**config.mk**
```make
export PLATFORM = sky130hd
export DESIGN_NAME = vartheta_seq_ctrl
export DESIGN_NICKNAME = d
export VERILOG_FILES = /design/src/rtl/vartheta_seq_ctrl.sv
export SDC_FILE = /design/constraint.sdc
export NUM_CORES = 1
export LEC_CHECK = 0
export CELL_PAD_IN_SITES_DETAIL_PLACEMENT = 0
export CELL_PAD_IN_SITES_GLOBAL_PLACEMENT = 2
export CORE_MARGIN = 2
export CORE_UTILIZATION = 27
export CTS_BUF_LIST = sky130_fd_sc_hd__clkbuf_2
export DETAILED_ROUTE_END_ITERATION = 7
export GPL_TIMING_DRIVEN = 0
export HOLD_SLACK_MARGIN = 0.1
export PLACE_DENSITY = 0.93
export RECOVER_POWER = 100
export SETUP_SLACK_MARGIN = 0.1
export SKIP_CTS_REPAIR_TIMING = 1
export SLEW_MARGIN = 20
export SYNTH_ARGS = -nofsm -noshare
export SYNTH_HDL_FRONTEND = slang
export SYNTH_HIERARCHICAL = 1
export SYNTH_SLANG_ARGS = --single-unit
```
**constraint.sdc**
```tcl
create_clock -name clk -period 2 [get_ports clk]
set_clock_uncertainty 0.05 [all_clocks]
set_input_delay 0.3 -clock clk [delete_from_list [all_inputs] [get_ports clk]]
set_output_delay 0.3 -clock clk [all_outputs]
set_load 0.02 [all_outputs]
```
**src/rtl/vartheta_seq_ctrl.sv**
```systemverilog
// Iterative SWAN128 vartheta sequencer: one 64-bit vartheta layer is time-shared
// between the L and R halves of the state for a per-block number of passes.

module vartheta #(
    parameter int SIDE_SIZE   = 64,
    parameter int COLUMN_SIZE = SIDE_SIZE / 4,
    parameter int PA          = 1,
    parameter int PB          = 3,
    parameter int PC          = 13
) (
    input  logic [0:SIDE_SIZE-1] x_i,
    output logic [0:SIDE_SIZE-1] y_o
);
    // Rotate toward higher bit index, i.e. a numeric right rotation of the column.
    function automatic logic [COLUMN_SIZE-1:0] rotr(input logic [COLUMN_SIZE-1:0] v, input int r);
        logic [2*COLUMN_SIZE-1:0] dbl;
        dbl = {v, v} >> (r % COLUMN_SIZE);
        return dbl[COLUMN_SIZE-1:0];
    endfunction

    assign y_o = {rotr(x_i[0 +: COLUMN_SIZE], PC),
                  rotr(x_i[COLUMN_SIZE +: COLUMN_SIZE], PB),
                  rotr(x_i[2*COLUMN_SIZE +: COLUMN_SIZE], PA),
                  x_i[3*COLUMN_SIZE +: COLUMN_SIZE]};
endmodule

module vartheta_seq_ctrl #(
    parameter int BLOCK_SIZE  = 128,
    parameter int SIDE_SIZE   = BLOCK_SIZE / 2,
    parameter int COLUMN_SIZE = SIDE_SIZE / 4,
    parameter int PA          = 1,
    parameter int PB          = 3,
    parameter int PC          = 13,
    parameter int ITER_W      = 4
) (
    input  logic                  clk,
    input  logic                  rst,
    input  logic                  in_valid,
    output logic                  in_ready,
    input  logic [0:BLOCK_SIZE-1] in_block,
    input  logic [ITER_W-1:0]     in_iter,
    output logic                  out_valid,
    input  logic                  out_ready,
    output logic [0:BLOCK_SIZE-1] out_block,
    output logic                  busy
);
    typedef enum logic [1:0] {IDLE, LEFT, RIGHT, DONE} state_t;

    state_t                state_q;
    logic [ITER_W-1:0]     cnt_q;
    logic [ITER_W-1:0]     cnt_d;
    logic [0:SIDE_SIZE-1]  l_q;
    logic [0:SIDE_SIZE-1]  r_q;
    logic [0:SIDE_SIZE-1]  vt_op;
    logic [0:SIDE_SIZE-1]  vt_res;
    logic                  in_ready_q;
    logic                  out_valid_q;
    logic                  busy_q;

    // The single vartheta sees R only while in RIGHT, L otherwise.
    assign vt_op = (state_q == RIGHT) ? r_q : l_q;
    assign cnt_d = cnt_q - ITER_W'(1);

    vartheta #(
        .SIDE_SIZE  (SIDE_SIZE),
        .COLUMN_SIZE(COLUMN_SIZE),
        .PA         (PA),
        .PB         (PB),
        .PC         (PC)
    ) u_vartheta (
        .x_i(vt_op),
        .y_o(vt_res)
    );

    // in_ready is masked by rst so it reads low during the reset cycle itself.
    assign in_ready  = in_ready_q & ~rst;
    assign out_valid = out_valid_q;
    assign busy      = busy_q;
    assign out_block = {l_q, r_q};

    always_ff @(posedge clk) begin
        if (rst) begin
            state_q     <= IDLE;
            cnt_q       <= '0;
            l_q         <= '0;
            r_q         <= '0;
            in_ready_q  <= 1'b1;
            out_valid_q <= 1'b0;
            busy_q      <= 1'b0;
        end else begin
            case (state_q)
                IDLE: begin
                    if (in_valid && in_ready_q) begin
                        l_q        <= in_block[0 +: SIDE_SIZE];
                        r_q        <= in_block[SIDE_SIZE +: SIDE_SIZE];
                        cnt_q      <= in_iter;
                        in_ready_q <= 1'b0;
                        if (in_iter != '0) begin
                            state_q <= LEFT;
                            busy_q  <= 1'b1;
                        end else begin
                            state_q     <= DONE;
                            out_valid_q <= 1'b1;
                        end
                    end
                end
                LEFT: begin
                    l_q     <= vt_res;
                    state_q <= RIGHT;
                end
                RIGHT: begin
                    r_q   <= vt_res;
                    cnt_q <= cnt_d;
                    if (cnt_q == ITER_W'(1)) begin
                        state_q     <= DONE;
                        busy_q      <= 1'b0;
                        out_valid_q <= 1'b1;
                    end else begin
                        state_q <= LEFT;
                    end
                end
                DONE: begin
                    if (out_ready) begin
                        state_q     <= IDLE;
                        out_valid_q <= 1'b0;
                        in_ready_q  <= 1'b1;
                    end
                end
                default: begin
                    state_q     <= IDLE;
                    in_ready_q  <= 1'b1;
                    out_valid_q <= 1'b0;
                    busy_q      <= 1'b0;
                end
            endcase
        end
    end
endmodule

```
==> qor.csv <==
metric,value,unit
synthXorXnorAreaFrac,0,%
crit_family,buffers and inverters,
numCtsBuffers,17,
h-tree-depth,4,
synth-compound-area-share,24.5,%
ys_seq_area_share,35.1,%
placed_cell_area,11000,um2
hold_path_depth,2,
synth.distinct_cells,37,
tightest_slew,0.664,ns
arrival,2.51,ns
path_class,input pin to flop,
start_util,27.3,%
port_buffers,265,
worst-path-buf-inv,2,
cts_sinks,137,
clkTransAtPathRegs,0.25,ns
max_slew_margin,55.7,%
fin_area,10800,um2
cp_common_cell,dlygate4sd3_1,
gp_congestion,0.818,
clk_latency,0.72,ns
drv_slew,0,
synth_top_family_by_area,compound AO/OA/AOI/OAI gates,
muxShareOfSynthArea,16.4,%
finalNetCount,1374,
status,"complete, no violations",
max_stage_delay,0.59,ns
whs,0.106,ns
fp.dieW,174,um
globalRouteTotalUtil,20.2,%
grt_start_max_net_pins,17,
fillCellCount,3074,
maxCapViolCount,0,
post-dp-hpwl,23.1,mm
rsz0062_at_grt,yes,
clock_path_buffers,2,
hold_viol,0,
fmax,509,MHz
drt-initial-drc-count,477,
wl,32.5,mm
via_per_inst,5.09,
p_leak,4.81,nW
syn-num-nets,1071,
finalSetupViolCount,0,
yosysWarningCount,6,
root_buffer,clkbuf_2,
ff2ff_path_depth,11,
worstPathRequired,2.55,ns
ir_drop,0.305,mV
drcViolationCount,0,
post-route-period-util,98.2,%
area_delta_synth_final,38.3,%
route.vias.total,8307,
cts_tree,done,
antenna_left,0,
finalSetupTns,0,ns
p_per_area,788,nW/um2
die-height,174,um
num_rows,62,
crit_path_max_fanout,3,
end_kind,flop,
yosys.area_share.simple,11.3,%
min_period,1.96,ns
synth_area,7820,um2
gr-total-overflow,0,
synthAdderAreaFrac,0.320,%
boundaryPins,267,
antenna_found_initial,1,
worstHoldPathType,input pin to flop,
layout-drive-gt1-share,14.6,%
avgSynthCellArea,8.38,um2
grt_pass1_wl,47.9,mm
drt_pass1_iterations,4,
core,28600,um2
dieArea,30300,um2
ys_ff_latch,137,
synthCells,933,
wl_per_cell,19.9,um
crit_chain,"dlygate4sd3_1, dlygate4sd3_1, or4_1, o31a_1, a2111oi_1",
cp_num_cells,5,
grt_pass1_vias,7992,
worstSetupStartpointType,input pin,
worst_path_max_delay_cell,dlygate4sd3_1,
==> state kept, by name (all words and copies together) (netlist names) <==
register and cells:
busy 1, cnt_q 4, in_ready_q 1, l_q 64
out_valid 1, r_q 64, state_q 2
==> placed cells by master (no fill, tap or decap), types with 3 or more instances in the layout <==
master,instances
nand2_1,187
inv_1,4
clkinv_1,3
dfxtp_1,135
buf_4,49
buf_8,6
clkbuf_2,42
clkbuf_1,180
clkinv_2,5
mux2i_2,3
dlygate4sd3_1,7
nand2_2,13
clkbuf_4,29
a31oi_1,3
buf_6,11
a21oi_1,131
mux2i_1,124
a311oi_1,127
a21o_1,3
buf_12,4
clkdlybuf4s50_1,133
buf_2,4
==> power by group <==
group	switching, mW	total (mW)	internal, mW
registers	0.358	3.47	3.11
clock network	1.14	1.69	0.555
logic	1.95	3.36	1.42
==> cell families after synthesis <==
group	after synthesis
adder cells (fa/ha/maj)	2
buffers and inverters	171
flip-flops	137
AO/OA/AOI/OAI	276
multiplexers	128
AND/OR/NAND/NOR	219
==> stage by stage <==
stage                     total power, mW  util [%]  worst slack, ns  instances
final                                8.52      37.8           0.0369       1633
after global routing                 8.98      37.8          0.00642       1633
after CTS                            8.84      39.0           -0.601       1613
after detailed placement             7.17      38.3           -0.552       1582
after global placement               7.15      38.3           -0.536       1582
after floorplan                      5.56         -            0.183        933
==> cell type report <==
| cell class | count | area, um2 | area share, % |
|---|---|---|---|
| tap | 384 | 480 | 4.44 |
| inverter | 4 | 15.0 | 0.139 |
| antenna | 1 | 2.50 | 0.0231 |
| clock buffer | 17 | 85.1 | 0.787 |
| clock inverter | 14 | 131 | 1.22 |
| buffer | 165 | 1150 | 10.6 |
| timing repair buffer | 286 | 2030 | 18.8 |
| multi-input combinational | 625 | 4170 | 38.6 |
| sequential | 137 | 2750 | 25.4 |
==> worst paths after layout <==
check	startpoint	end	slack, ns
max reg2reg	state_q[0]	l_q[53]	0.11
min	rst	l_q[54]	0.11
max	in_iter[3]	out_valid	0.04
min reg2reg	cnt_q[2]	cnt_q[2]	0.48
==> layer usage <==
metal / share of wire, % / GRT usage, % / wire [um]
met5: 0 / 0 / 0
met4: 1.7 / 4.97 / 557
met1: 47 / 28.1 / 15100
met2: 46 / 32.4 / 15100
met3: 5.2 / 3.35 / 1680
==> Yosys cell counts (all sizes together) <==
cell     instances  share of area [%]
nor3b            1              0.096
a21o             3               0.29
a31oi            3               0.24
a311oi         128                 14
nor3             2               0.13
mux2i          128                 16
buf             99                9.0
a2111oi          1               0.19
o311ai           1               0.11
o2111ai          1               0.11
a21bo            1               0.13
a2bb2oi          2               0.22
nor2b            2               0.16
a21boi           1              0.096
clkbuf          68                3.3
or4              2               0.19
nand2          200                9.6
or3b             1               0.11
nand3            1              0.064
o31a             2               0.22
nand4bb          1               0.14
nor2             2              0.096
inv              4               0.19
and2             1              0.080
a21oi          131                8.4
nor4bb           1               0.13
and4b            1               0.13
nand2b           2               0.16
o21ai            2               0.13
nand3b           2               0.19
ha               2               0.32
dfxtp          137                 35
Power figures use the tool's default switching activity.
